--- src/rtl/serial_operand_loader_pkg.sv ---
// Shared types and constants for the serial operand loader: FSM state encoding,
// framing bit values and the frame-length helper.
package operand_loader_pkg;

  typedef enum logic [2:0] {
    StIdle,
    StShiftA,
    StShiftB,
    StParity,
    StStop
  } loader_state_t;

  localparam logic START_BIT = 1'b1;
  localparam logic STOP_BIT  = 1'b0;

  // Clocks per frame: start + A + B + optional parity + stop.
  function automatic int unsigned FRAME_LEN(input int unsigned data_w,
                                            input int unsigned parity_en);
    return 2 + 2 * data_w + parity_en;
  endfunction

endpackage

--- src/rtl/serial_operand_loader_if.sv ---
// Serial-in / parallel-operand-out bundle; the loader is the slave, the feeding
// and consuming logic together act as master.
interface serial_operand_loader_if #(
  parameter int unsigned DATA_W = 4
);
  logic              d_in;
  logic              op_ready;
  logic [DATA_W-1:0] op_a;
  logic [DATA_W-1:0] op_b;
  logic              op_valid;
  logic              frame_err;
  logic              overflow;
  logic              busy;

  modport master (
    output d_in, op_ready,
    input  op_a, op_b, op_valid, frame_err, overflow, busy
  );

  modport slave (
    input  d_in, op_ready,
    output op_a, op_b, op_valid, frame_err, overflow, busy
  );
endinterface

--- src/rtl/serial_operand_loader_hold_slot.sv ---
// One-entry valid/ready holding register for a decoded A/B pair; a load that
// arrives while full and not being drained is dropped and flagged.
module operand_hold_slot #(
  parameter int unsigned DATA_W = 4
) (
  input  logic              clk,
  input  logic              rst,
  input  logic              i_load,
  input  logic [DATA_W-1:0] i_a,
  input  logic [DATA_W-1:0] i_b,
  input  logic              i_ready,
  output logic [DATA_W-1:0] o_a,
  output logic [DATA_W-1:0] o_b,
  output logic              o_valid,
  output logic              o_overflow
);

  logic [DATA_W-1:0] r_a, r_b;
  logic              r_valid, r_overflow;
  logic              w_accept;

  // A pop in the same cycle frees the slot for the incoming pair.
  assign w_accept = i_load & (~r_valid | i_ready);

  always_ff @(posedge clk) begin
    if (rst) begin
      r_a        <= '0;
      r_b        <= '0;
      r_valid    <= 1'b0;
      r_overflow <= 1'b0;
    end else begin
      r_overflow <= i_load & r_valid & ~i_ready;
      if (w_accept) begin
        r_a     <= i_a;
        r_b     <= i_b;
        r_valid <= 1'b1;
      end else if (r_valid & i_ready) begin
        r_valid <= 1'b0;
      end
    end
  end

  assign o_a        = r_a;
  assign o_b        = r_b;
  assign o_valid    = r_valid;
  assign o_overflow = r_overflow;

endmodule

--- src/rtl/serial_operand_loader.sv ---
// Deserialises framed A/B operand pairs from a 1-bit line, checks parity and
// stop bit, and hands good pairs to the datapath through a one-entry slot.
module serial_operand_loader
  import operand_loader_pkg::*;
#(
  parameter int unsigned DATA_W    = 4,
  parameter bit          PARITY_EN = 1'b1
) (
  input logic                    clk,
  input logic                    rst,
  serial_operand_loader_if.slave bus
);

  localparam int unsigned     CntW    = (DATA_W > 1) ? $clog2(DATA_W) : 1;
  localparam logic [CntW-1:0] CntLast = CntW'(DATA_W - 1);

  loader_state_t     r_state, w_state_d;
  logic [CntW-1:0]   r_cnt;
  logic [DATA_W-1:0] r_a, r_b;
  logic              r_par_err, r_frame_err;
  logic              w_cnt_last, w_start, w_shift_a, w_shift_b, w_chk_par, w_chk_stop;
  logic              w_busy, w_commit;
  logic [DATA_W-1:0] w_slot_a, w_slot_b;
  logic              w_slot_valid, w_slot_ovf;

  assign w_cnt_last = (r_cnt == CntLast);

  always_ff @(posedge clk) begin
    if (rst) r_state <= StIdle;
    else     r_state <= w_state_d;
  end

  always_comb begin
    w_state_d = r_state;
    unique case (r_state)
      StIdle:   if (bus.d_in == START_BIT) w_state_d = StShiftA;
      StShiftA: if (w_cnt_last) w_state_d = StShiftB;
      StShiftB: if (w_cnt_last) w_state_d = PARITY_EN ? StParity : StStop;
      StParity: w_state_d = StStop;
      StStop:   w_state_d = StIdle;
      default:  w_state_d = StIdle;
    endcase
  end

  always_comb begin
    w_busy     = 1'b1;
    w_start    = 1'b0;
    w_shift_a  = 1'b0;
    w_shift_b  = 1'b0;
    w_chk_par  = 1'b0;
    w_chk_stop = 1'b0;
    unique case (r_state)
      StIdle: begin
        w_busy  = 1'b0;
        w_start = (bus.d_in == START_BIT);
      end
      StShiftA: w_shift_a  = 1'b1;
      StShiftB: w_shift_b  = 1'b1;
      StParity: w_chk_par  = 1'b1;
      StStop:   w_chk_stop = 1'b1;
      default:  w_busy     = 1'b0;
    endcase
  end

  // A stop-state 1 only flags the frame; the FSM still returns to idle.
  assign w_commit = w_chk_stop & (bus.d_in == STOP_BIT) & ~r_par_err;

  always_ff @(posedge clk) begin
    if (rst) begin
      r_cnt       <= '0;
      r_a         <= '0;
      r_b         <= '0;
      r_par_err   <= 1'b0;
      r_frame_err <= 1'b0;
    end else begin
      r_frame_err <= w_chk_stop & ((bus.d_in != STOP_BIT) | r_par_err);
      if (w_start) begin
        r_cnt     <= '0;
        r_par_err <= 1'b0;
      end
      if (w_shift_a | w_shift_b) r_cnt <= w_cnt_last ? '0 : r_cnt + 1'b1;
      if (w_shift_a) r_a <= {r_a[DATA_W-2:0], bus.d_in};
      if (w_shift_b) r_b <= {r_b[DATA_W-2:0], bus.d_in};
      // Even parity: any odd total over A, B and the parity bit is a mismatch.
      if (w_chk_par) r_par_err <= ^{r_a, r_b, bus.d_in};
    end
  end

  operand_hold_slot #(
    .DATA_W (DATA_W)
  ) u_slot (
    .clk        (clk),
    .rst        (rst),
    .i_load     (w_commit),
    .i_a        (r_a),
    .i_b        (r_b),
    .i_ready    (bus.op_ready),
    .o_a        (w_slot_a),
    .o_b        (w_slot_b),
    .o_valid    (w_slot_valid),
    .o_overflow (w_slot_ovf)
  );

  assign bus.op_a      = w_slot_a;
  assign bus.op_b      = w_slot_b;
  assign bus.op_valid  = w_slot_valid;
  assign bus.frame_err = r_frame_err;
  assign bus.overflow  = w_slot_ovf;
  assign bus.busy      = w_busy;

endmodule

--- src/flat_wrapper.sv ---
// flat-port wrapper written by rule: the top's interface ports become plain ports
module serial_operand_loader_flat import operand_loader_pkg::*;
#(
  parameter int unsigned DATA_W    = 4,
  parameter bit          PARITY_EN = 1'b1
)
  (clk, rst, bus_d_in, bus_op_ready, bus_op_a, bus_op_b, bus_op_valid, bus_frame_err, bus_overflow, bus_busy);
  serial_operand_loader_if #(.DATA_W(DATA_W)) bus_i ();
  input logic clk;
  input logic rst;
  input wire logic [$bits(bus_i.d_in)-1:0] bus_d_in;
  input wire logic [$bits(bus_i.op_ready)-1:0] bus_op_ready;
  output wire logic [$bits(bus_i.op_a)-1:0] bus_op_a;
  output wire logic [$bits(bus_i.op_b)-1:0] bus_op_b;
  output wire logic [$bits(bus_i.op_valid)-1:0] bus_op_valid;
  output wire logic [$bits(bus_i.frame_err)-1:0] bus_frame_err;
  output wire logic [$bits(bus_i.overflow)-1:0] bus_overflow;
  output wire logic [$bits(bus_i.busy)-1:0] bus_busy;
  assign bus_i.d_in = bus_d_in;
  assign bus_i.op_ready = bus_op_ready;
  assign bus_op_a = bus_i.op_a;
  assign bus_op_b = bus_i.op_b;
  assign bus_op_valid = bus_i.op_valid;
  assign bus_frame_err = bus_i.frame_err;
  assign bus_overflow = bus_i.overflow;
  assign bus_busy = bus_i.busy;
  serial_operand_loader #(.DATA_W(DATA_W), .PARITY_EN(PARITY_EN)) u_core (.clk(clk), .rst(rst), .bus(bus_i));
endmodule
--- config.mk ---
export PLATFORM = sky130hd
export DESIGN_NAME = serial_operand_loader_flat
export DESIGN_NICKNAME = d
export VERILOG_FILES = /design/src/rtl/serial_operand_loader_pkg.sv /design/src/rtl/serial_operand_loader_if.sv /design/src/rtl/serial_operand_loader_hold_slot.sv /design/src/rtl/serial_operand_loader.sv /design/src/flat_wrapper.sv
export SDC_FILE = /design/constraint.sdc
export NUM_CORES = 1
export LEC_CHECK = 0
export CAP_MARGIN = 20
export CORE_MARGIN = 5
export CORE_UTILIZATION = 52
export CTS_CLUSTER_SIZE = 20
export DETAILED_ROUTE_END_ITERATION = 12
export PLACE_DENSITY_LB_ADDON = 0.2
export SLEW_MARGIN = 5
export SYNTH_ARGS = -nofsm -noshare
export SYNTH_HDL_FRONTEND = slang
export SYNTH_SLANG_ARGS = --single-unit
--- constraint.sdc ---
create_clock -name clk -period 1.65 [get_ports clk]
set_input_delay 0.33 -clock clk [delete_from_list [all_inputs] [get_ports clk]]
set_output_delay 0.33 -clock clk [all_outputs]
set_load 0.03 [all_outputs]
== Word-level counts from Yosys, hierarchy flattened ==
Cells that the tools add are included.

* Word-level logic and storage cells: 57
* Flip-flop bits (word level): 25
* Output and inout port bits: 12
* Input bits: 4

* Equal/unequal tests: 8
* $add $sub $neg: 1
* Multiplexer cells: 17
* Reduce and logical (&&, ||, !) cells: 7
* Bitwise logic cells: 14

{| class="wikitable"
|+ Operator list
! kind !! count
|-
| $pmux W3 S4 || 1
|-
| $mux W1 || 10
|-
| $mux W3 || 3
|-
| $reduce_xor A9 Y1 || 1
|-
| $and A1 B1 Y1 || 7
|-
| $eq A3 B2 Y1 const B || 2
|-
| $mux W2 || 3
|-
| $reduce_bool A2 Y1 || 3
|-
| $ne A2 B1 Y1 const B || 2
|-
| $not A1 Y1 || 4
|-
| $reduce_or A4 Y1 || 1
|-
| $eq A3 B1 Y1 const B || 1
|-
| $eq A3 B3 Y1 const B || 1
|-
| $logic_not A3 Y1 || 1
|-
| $or A1 B1 Y1 || 3
|-
| $reduce_and A3 Y1 || 1
|-
| $add A2 B1 Y2 const B || 1
|-
| $eq A2 B2 Y1 const B || 1
|-
| $ne A2 B2 Y1 const B || 1
|}

== Depth between registers and ports, before layout ==
Gate-level depths: netlist of run 1.

* Word-level depth: 6
* Depth in mapped cells: 6
* Gate-level depth less buffers: 5

== Hierarchy ==
Synthesis of run 1 repeated with hierarchy kept, for this count alone.

* Cell total of the unflattened synthesis: 121
* Area total of the unflattened synthesis: 1,126.1 um^2

{| class="wikitable"
|+ By module, submodules not included
! module !! sequential area each (um^2) !! area an instance (um^2) !! times used !! cells each
|-
| serial_operand_loader || 300.3 || 689.4 || 1 || 80
|-
| operand_hold_slot || 200.2 || 436.7 || 1 || 41
|}

== Worst setup path after synthesis of run 1 ==
OpenSTA, ideal clock, no wires.

* Path kind: reg-to-output
* Start point: reg u_core.r_state[2]
* End point: out bus_busy
* Cell stages (with the launch flop): 4
* Required time: 1.320 ns
* Arrival time: 1.182 ns
* Path buffers: 2
* Slack: 0.138 ns
* Cell sequence: dfxtp_1 -> buf_2 -> buf_1 -> xnor2_1

* Word-level cells in the longest chain between the ends: 3
* Elaborated cells between the ends (all ways): 6
* Classes of those cells: eq/ne: 4; mux: 1; reduce/logical: 1

{| class="wikitable"
|+ Ends and longest elaborated chain
! item !! RTL line !! RTL
|-
| start, declared || serial_operand_loader.sv:17 || <nowiki>loader_state_t r_state, w_state_d;</nowiki>
|-
| start signal, assigned || serial_operand_loader.sv:29 || <nowiki>if (rst) r_state <= StIdle;</nowiki>
|-
| start signal, assigned || serial_operand_loader.sv:30 || <nowiki>else r_state <= w_state_d;</nowiki>
|-
| $eq A3 B1 Y1 (tied with other cells) || serial_operand_loader.sv:52 || <nowiki>unique case (r_state)</nowiki>
|-
| $reduce_or A4 Y1 (no source line) * || - ||
|-
| $mux W1 * || serial_operand_loader.sv:52 ||
|-
| end, declared || flat_wrapper.sv:18 || <nowiki>output wire logic [$bits(bus_i.busy)-1:0] bus_busy;</nowiki>
|}

Mark *: on every way between the ends. The rest lies on a longest branch, timed or not.

== Worst setup path in the final report of run 1 ==
Same ends and word-level chain as after synthesis.

==> results by stage, run 1 <==
Clock tree:
- The deepest level of the CTS H-tree is 1.
- The number of buffers inserted by hold repair at cts is 0.
- CTS saw 25 sinks.
- At the later pin of the worst-skew pair, clock insertion delay measures roughly 320 ps.
- The clock tree from TritonCTS is done.
- Buffers inserted during clock tree synthesis total 3.
- The number of gates resized after cts is 15.
- The clock transition at the registers of the reported paths is approximately 140 ps.
- The clock passes through at most 2 buffers.
- CTS placed an instance of sky130_fd_sc_hd__clkbuf_4 at the clock tree root.
- In this run the post-CTS setup repair buffer count came out at 0.

Timing:
- Static timing analysis puts the maximum clock frequency at approximately 640 MHz.
- The headroom to the max-slew limit is between 70% and 80%.
- The count of final max-slew check failures is 0.
- The clock period minus worst slack is between 1500 and 2000 ps.
- Setup repair after global routing left no endpoint under its margin.
- In the finished design, the share of the clock period the worst path needs comes to between 90 and 100%.
- The final count of hold timing violations is 0.
- Clock skew on the completed layout was measured at about 2.1 ps.
- The setup violation total in the final timing report is 0.
- The actual slew at the worst max-slew pin is about 330 ps.
- For the final routed database, the setup TNS stands at 0 ps.

Floorplanning:
- The placeable core region is about 0.002 mm².
- The overall die height is ~56 µm.
- The initialized floorplan defines 16 standard-cell rows.
- The floorplan step defined a die boundary enclosing about 0.0031 mm².
- The die is approximately 56 µm wide.
- The starting density of the core is between 50% and 60%.
- For this design the top-level I/O count stands at 16.

Logic synthesis:
- The async set-or-reset flop fraction in the synthesized netlist is 0%.
- The net count of the mapped netlist is around 120.
- Counting flops with a built-in enable in the synthesized netlist gives 0.
- The mean instance size in the synthesized netlist is a little over 9 µm².
- The main flop type after synthesis is sky130_fd_sc_hd__dfxtp_1.
- The synthesized netlist occupies a cell area of roughly 0.0011 mm².
- After technology mapping, the gate count stands at about 120.
- The number of distinct library cell variants in the gate-level netlist after synthesis is 30.
- For this run, the number of Yosys warnings is 0.
- Counting flops and latches in the post-synthesis netlist gives 25.
- The register area share after synthesis is 45.7%.

Global route:
- The global-route wire length before repair is about 3.5 mm.
- The initial antenna violation count is 0.
- For met3 alone, demand over resource in global routing was about 3.5%.
- For met1 alone, demand over resource in global routing was ~17%.
- Summed over all layers, the global routing overflow is 0.
- The via count of the first global-routing pass came to 804.
- Entering global routing, the biggest net connects 25 pins.
- In this run the most used layer during global routing was met2.
- Global routing used roughly a quarter of the available met2 tracks.
- The total track usage is 14.2%.

Worst hold path:
- The worst hold path belongs to the class flip-flop to flip-flop.

Detailed routing:
- The final layout contains routed wiring with a total length of about 2.1 mm.
- After detailed routing, the number of remaining DRC violations is 0.
- The number of optimization iterations in the first detailed-route pass is 5.
- After detailed routing, the number of vias per cell comes to between 5 and 6.
- The routed layout has roughly 840 vias.
- Dividing the detail-routed wire length by the instance count gives between 10 and 15 µm.
- The number of DRC violations after detailed-routing iteration 0 is 11.
- The detail route stage leaves a number of antenna-violating nets equal to 0.

Finish:
- The final core utilization is 65.5%.
- The library cells used most frequently in the layout, excluding fill and tap cells, are sky130_fd_sc_hd__dfxtp_1, sky130_fd_sc_hd__nor2_1, sky130_fd_sc_hd__mux2i_1, sky130_fd_sc_hd__dlygate4sd2_1, sky130_fd_sc_hd__a21oi_1.
- The finished cells cover 0.00130 mm².
- The filler-free cell count of the finished design is between 150 and 200.
- The antenna diode count is 0.
- The count of fill cells added during filler insertion is about 160.
- The area growth from synthesis to layout is 18.5%.
- Cells with a size suffix above 1 make up between 10% and 20% of the layout.
- At the end of the flow, the number of nets in the layout was around 140.
- The library cell used most frequently in the layout, excluding fill and tap cells, is sky130_fd_sc_hd__dfxtp_1.

Worst setup path:
- At the worst endpoint, the required time is between 1000 and 1500 ps.
- Of all nets on the critical path, the largest fanout is 17.
- Among all stages on the critical path, the largest delay is contributed by sky130_fd_sc_hd__dfxtp_2.
- The buffering stage count on the worst path with inverters included is 1.
- The worst setup path is launched from a flip-flop.
- The signal on the critical path passes through xnor2_1 > buf_4.
- For this run, the slowest stage of the critical path takes 560 ps.
- Grouping stages by cell kind, the critical path spends the most delay in flip-flops.
- The arrival time of data at the critical path endpoint is 1240 ps.
- STA classifies the critical path endpoint as a primary output.
- The critical path in this run is classified as flip-flop to primary output.

Placed design:
- The instance count after placement with tap cells included is roughly 160.
- Routability-driven placement finished with a final weighted congestion of 0.776.
- Summing all placed instances gives a cell area of between 0.001 and 0.0015 mm².
- The HPWL after detailed placement is 1.45 mm.
- The number of buffer cells added on primary ports is 15.

Pwr:
- The power density relative to cell area is between 700 and 800 mW/mm².
- The total leakage power is 0.602 nW.
- The peak ir drop on the vdd network is 621 µV.

Job:
- The count of max-cap constraint violations is 0.

Outcome:
- The run finished with clean final reports.
[sequential cells by signal (all words and copies together) (netlist names)]
name	flops
u_core.r_b	4
u_core.r_a	4
u_core.u_slot.o_a	4
u_core.bus.frame_err	1
u_core.r_cnt	2
u_core.r_state	3
u_core.u_slot.o_overflow	1
u_core.r_par_err	1
u_core.u_slot.o_b	4
u_core.u_slot.o_valid	1
[path summary, 6_finish.rpt]
| check | slack, ps | endpoint | from | cells after the start |
|---|---|---|---|---|
| min | 510 | u_core.u_slot.o_b[1] | u_core.u_slot.o_b[1] | 2 |
| max reg2reg | 150 | u_core.r_par_err | u_core.r_a[1] | 4 |
| max | 80 | bus_busy | u_core.r_state[2] | 2 |
| min reg2reg | 510 | u_core.u_slot.o_b[1] | u_core.u_slot.o_b[1] | 2 |
[worst min-delay path, stage by stage, from the launching register on]
cell,delay (ps)
sky130_fd_sc_hd__dfxtp_1,350
sky130_fd_sc_hd__mux2i_1,60
sky130_fd_sc_hd__nor2_1,70
[synthesized netlist by cell type, types with 2 or more instances]
cell type | instances | area share [%]
sky130_fd_sc_hd__a21oi_1 | 9 | 4.1
sky130_fd_sc_hd__nor2_1 | 19 | 6.5
sky130_fd_sc_hd__nand2b_1 | 2 | 1.1
sky130_fd_sc_hd__dfxtp_1 | 25 | 46
sky130_fd_sc_hd__xnor2_1 | 5 | 4.0
sky130_fd_sc_hd__nand2_1 | 8 | 2.7
sky130_fd_sc_hd__a311oi_1 | 2 | 1.6
sky130_fd_sc_hd__clkbuf_1 | 3 | 1.0
sky130_fd_sc_hd__o21ai_0 | 5 | 2.3
sky130_fd_sc_hd__a22oi_1 | 2 | 1.4
sky130_fd_sc_hd__xor2_1 | 2 | 1.6
sky130_fd_sc_hd__buf_2 | 3 | 1.4
sky130_fd_sc_hd__nor2b_1 | 2 | 1.1
sky130_fd_sc_hd__mux2i_1 | 12 | 11
sky130_fd_sc_hd__nor3_1 | 3 | 1.4
[layout make-up]
type,instances,area [µm²],area share [%]
clock buffer,3,22.5,1.74
clock inverter,1,7.51,0.579
multi-input combinational,83,559,43.1
sequential,25,503,38.8
tap,27,33.8,2.60
timing repair buffer,20,171,13.2
[cells by family (layout without fill, tap and decap cells)]
logic type	count (synthesis)	count (layout)	synth area share (%)
mux	13	13	12.0
buf+inv	9	24	3.88
fa+ha+maj	1	1	1.14
xor+xnor	8	8	7.66
simple gates	41	41	18.9
flops	25	25	45.7
compound gates	20	20	10.7
[metal layers]
layer / wire [µm] / up-vias
li1: - / 429
met1: 962 / 395
met2: 1020 / 12
met3: 73 / 2
met4: 12 / 0
met5: 0 / -
[report_power, final]
group / switching (W) / total, W / internal (W)
clock network: 0.000192 / 0.000285 / 0.0000927
registers: 0.00000892 / 0.000620 / 0.000611
logic: 0.0000457 / 0.0000947 / 0.0000490
[per-stage QoR]
step | setup WS [ps] | hold WS, ps | power [W]
2_1_floorplan | 138 | 465 | 0.000698
3_3_place_gp | -68.3 | 477 | 0.000722
3_5_place_dp | -138 | 488 | 0.000725
4_1_cts | 89.5 | 510 | 0.00101
5_1_grt | 2.52 | 537 | 0.00104
6_report | 85.0 | 509 | 0.00100
No activity file was read; power rests on OpenSTA's default activity.
==> run 2, diff against run 1 <==
--- a/config.mk
+++ b/config.mk
@@ -5,10 +5,9 @@
 export SDC_FILE = /design/constraint.sdc
 export NUM_CORES = 1
 export LEC_CHECK = 0
-export CAP_MARGIN = 20
+export CAP_MARGIN = 5
 export CORE_MARGIN = 5
-export CORE_UTILIZATION = 52
-export CTS_CLUSTER_SIZE = 20
+export CORE_UTILIZATION = 56
 export DETAILED_ROUTE_END_ITERATION = 12
 export PLACE_DENSITY_LB_ADDON = 0.2
 export SLEW_MARGIN = 5
==> constraint.sdc (replaced) <==
create_clock -name clk -period 1.85 [get_ports clk]
set_input_delay 0.37 -clock clk [delete_from_list [all_inputs] [get_ports clk]]
set_output_delay 0.37 -clock clk [all_outputs]
set_load 0.03 [all_outputs]
==> run 2 against run 1 <==
Compared with the run above:
- combinational power down 18%
- power down 12%
- sequential power down 10%
- global-route usage up 3.2 points
- core utilization up 2.6 points
- clock power down 15%
- sequential share of layout area up 0.11 points
- clock skew up 4.4 ps
- largest power group unchanged
- largest cell class unchanged
- worst hold slack better by 7.1 ps
- flip-flop and latch count unchanged
- wire length up 5.5%
==> results by stage, run 2 (synthesized netlist as in run 1, its figures left out) <==
Detailed routing:
- The detailed router finished its first iteration with 24 violations.
- After detailed routing, the total wire length is between 2 and 2.5 mm.
- After detailed routing, the number of vias per cell comes to roughly 5.6.
- The average detailed-routed wire length per instance is between 10 and 15 µm.
- The amount of wire on met2 after detailed routing is around 1.1 mm.
- Detailed routing placed a total of between 100 and 150 µm of wire on met3.
- The number of optimization iterations in the first detailed-route pass is 4.
- The total DRC errors in the routed layout is 0.
- Once detail routing completed, the nets flagged for antenna violations numbered 0.
- In the final routing, the length of wire on met1 measures roughly 990 µm.
- The highest routing layer actually used is met4.
- The via count is about 880.

Placed design:
- The cell area reported after detailed placement is ~0.0013 mm².
- The count of buffers added on input and output ports is 15.
- The final weighted congestion in routability-driven placement is roughly 0.74.
- The HPWL after detailed placement is approximately 1.6 mm.

Worst setup path:
- STA puts the critical path data required time at 1480 ps.
- In this design, the largest share of critical-path delay is due to buffers and inverters.
- Counting both buffers and inverters, the worst setup path holds a total of 1.
- The sort of element at the start of the critical path is a flip-flop.
- In this design, the stage delay of the slowest critical-path cell is between 600 and 700 ps.
- For this design, the slowest cell found on the critical path is sky130_fd_sc_hd__clkdlybuf4s50_1.
- The element type at the critical path end is a primary output.
- The classification of the worst setup path is flip-flop to primary output.
- The arrival time of data at the critical path endpoint is roughly 1400 ps.
- Along the worst path, the maximum fanout reaches 2.
- Walking the worst path, the cells encountered are clkdlybuf4s50_1.

Timing:
- The highest clock frequency the design can meet is around 570 MHz.
- The actual slew at the worst max-slew pin is just over 400 ps.
- The final count of hold timing violations is 0.
- The worst hold slack across all endpoints is 516 ps.
- Setup repair after global routing left no endpoint under its margin.
- The final cycle utilization of the critical path is between 90% and 100%.
- On the final layout, the worst clock skew is 6.53 ps.
- The smallest clock period supported by the final layout is computed as about 1800 ps.
- The count of final max-slew check failures is 0.
- After routing, the total negative slack on setup checks comes to 0 ps.
- The headroom to the max-slew limit is approximately 73%.
- The setup violation total in the final timing report is 0.

Pwr:
- Total power for the finished layout comes to around 0.00088 W.
- The worst-case IR drop observed on VDD is 508 µV.
- In this run the power density over the cells is between 600 and 700 mW/mm².
- The total leakage power is between 0.5 and 0.6 nW.

Global route:
- The initial antenna violation count is 0.
- The via count of the first global-routing pass is 843.
- For this run, the total global-route usage over all layers was measured as about 17%.
- The global-route congestion overflow total is 0.
- The pin count of the biggest net entering global routing is 25.
- The first global-routing pass estimated 3.73 mm of wire.

Clock tree:
- The number of gates resized after CTS was 1.
- Once the clock tree was built, the setup fixing pass inserted 0 buffers.
- The deepest level of the CTS H-tree is 1.
- For this design, the sink count on the clock tree is 25.
- The clock transition at the registers of the reported paths is approximately 140 ps.
- The clock latency of the later-clocked register in the worst-skew pair is 310 ps.
- The clock tree from TritonCTS is done.
- The number of buffers inserted by hold repair at cts is 0.
- The CTS buffer count is 3.
- CTS placed an instance of sky130_fd_sc_hd__clkbuf_4 at the clock tree root.
- The longest clock path from root to sink contains 2 buffers.

Worst hold path:
- The tightest min-delay check is of the flip-flop to flip-flop type.

Finish:
- The antenna diode count is 0.
- The post-layout instance area is 0.00129 mm².
- In the layout the commonest cells are sky130_fd_sc_hd__dfxtp_1, sky130_fd_sc_hd__nor2_1, sky130_fd_sc_hd__clkdlybuf4s50_1, sky130_fd_sc_hd__mux2i_1, sky130_fd_sc_hd__a21oi_1.
- The sequential standard cell area is between 500 and 600 µm².
- The library cell used most frequently in the layout, excluding fill and tap cells, is sky130_fd_sc_hd__dfxtp_1.
- The post-route netlist has around 10% of its cells at a drive strength greater than 1.
- Summing all multi-input logic gate instances after layout gives between 500 and 600 µm².
- The final layout contains about 140 nets.
- After filler insertion, the fill cell instance count of the layout stands at about 140.
- The area growth from synthesis to layout is 18.2%.

Floorplanning:
- The floorplan step set the die height to roughly 54 µm.
- The starting density of the core is a little under three fifths.
- The area enclosed by the die boundary is about 0.0029 mm².
- From left edge to right edge, the die measures between 50 and 60 µm.
- The site row count is 16.
- The count of boundary I/O pins is 16.
- The total area inside the core boundary comes to around 0.0019 mm².

Outcome:
- The flow ran to the end, and the final reports show no timing, DRC or antenna violations.

Job:
- The count of max-cap constraint violations is 0.
## run 2: metal layers
metal  global-route usage [%]  vias up
met1                     22.1      421
li1                         -      429
met5                        0        -
met4                     3.73        0
met2                     30.3       24
met3                     3.27        2
## run 2: metrics by stage
stage          utilization, %  worst slack [ps]  instances
2_1_floorplan               -               298        117
3_3_place_gp             66.1              72.1        153
3_5_place_dp             66.1             -14.8        153
4_1_cts                  67.6              61.0        157
5_1_grt                  68.0              37.3        157
6_report                 68.0              98.3        157
## run 2: layout make-up
cell class	count	area share [%]
timing repair buffer	18	13.2
sequential	25	38.9
clock inverter	1	0.387
multi-input combinational	83	43.2
tap	27	2.61
clock buffer	3	1.74
## run 2: worst register-to-register path, delay by kind of cell (launching register included)
family	cells	cell delay (ps)
AO/OA/AOI/OAI	2	280
AND/OR/NAND/NOR	1	360
flip-flops	1	590
multiplexers	1	280
## run 2: path summary, 6_finish.rpt
path | from | end | slack [ps] | depth (start not counted)
max | u_core.u_slot.o_a[3] | bus_op_a[3] | 100 | 1
min | u_core.r_b[2] | u_core.r_b[3] | 520 | 2
max reg2reg | u_core.r_state[1] | u_core.r_cnt[0] | 290 | 4
min reg2reg | u_core.r_b[2] | u_core.r_b[3] | 520 | 2
## run 2: power by group
group	switching [W]	total, W	internal [W]
Sequential	0.0000117	0.000557	0.000546
Combinational	0.0000373	0.0000777	0.0000404
Clock	0.000163	0.000243	0.0000808
Total	0.000212	0.000878	0.000667
==> run 3, diff against run 2 <==
--- a/config.mk
+++ b/config.mk
@@ -10,7 +10,7 @@
 export CORE_UTILIZATION = 56
 export DETAILED_ROUTE_END_ITERATION = 12
 export PLACE_DENSITY_LB_ADDON = 0.2
-export SLEW_MARGIN = 5
+export SETUP_SLACK_MARGIN = 0.02
 export SYNTH_ARGS = -nofsm -noshare
 export SYNTH_HDL_FRONTEND = slang
 export SYNTH_SLANG_ARGS = --single-unit
==> results of run 3 <==
The final DEF is identical to that of run 2; final timing and power are the same.
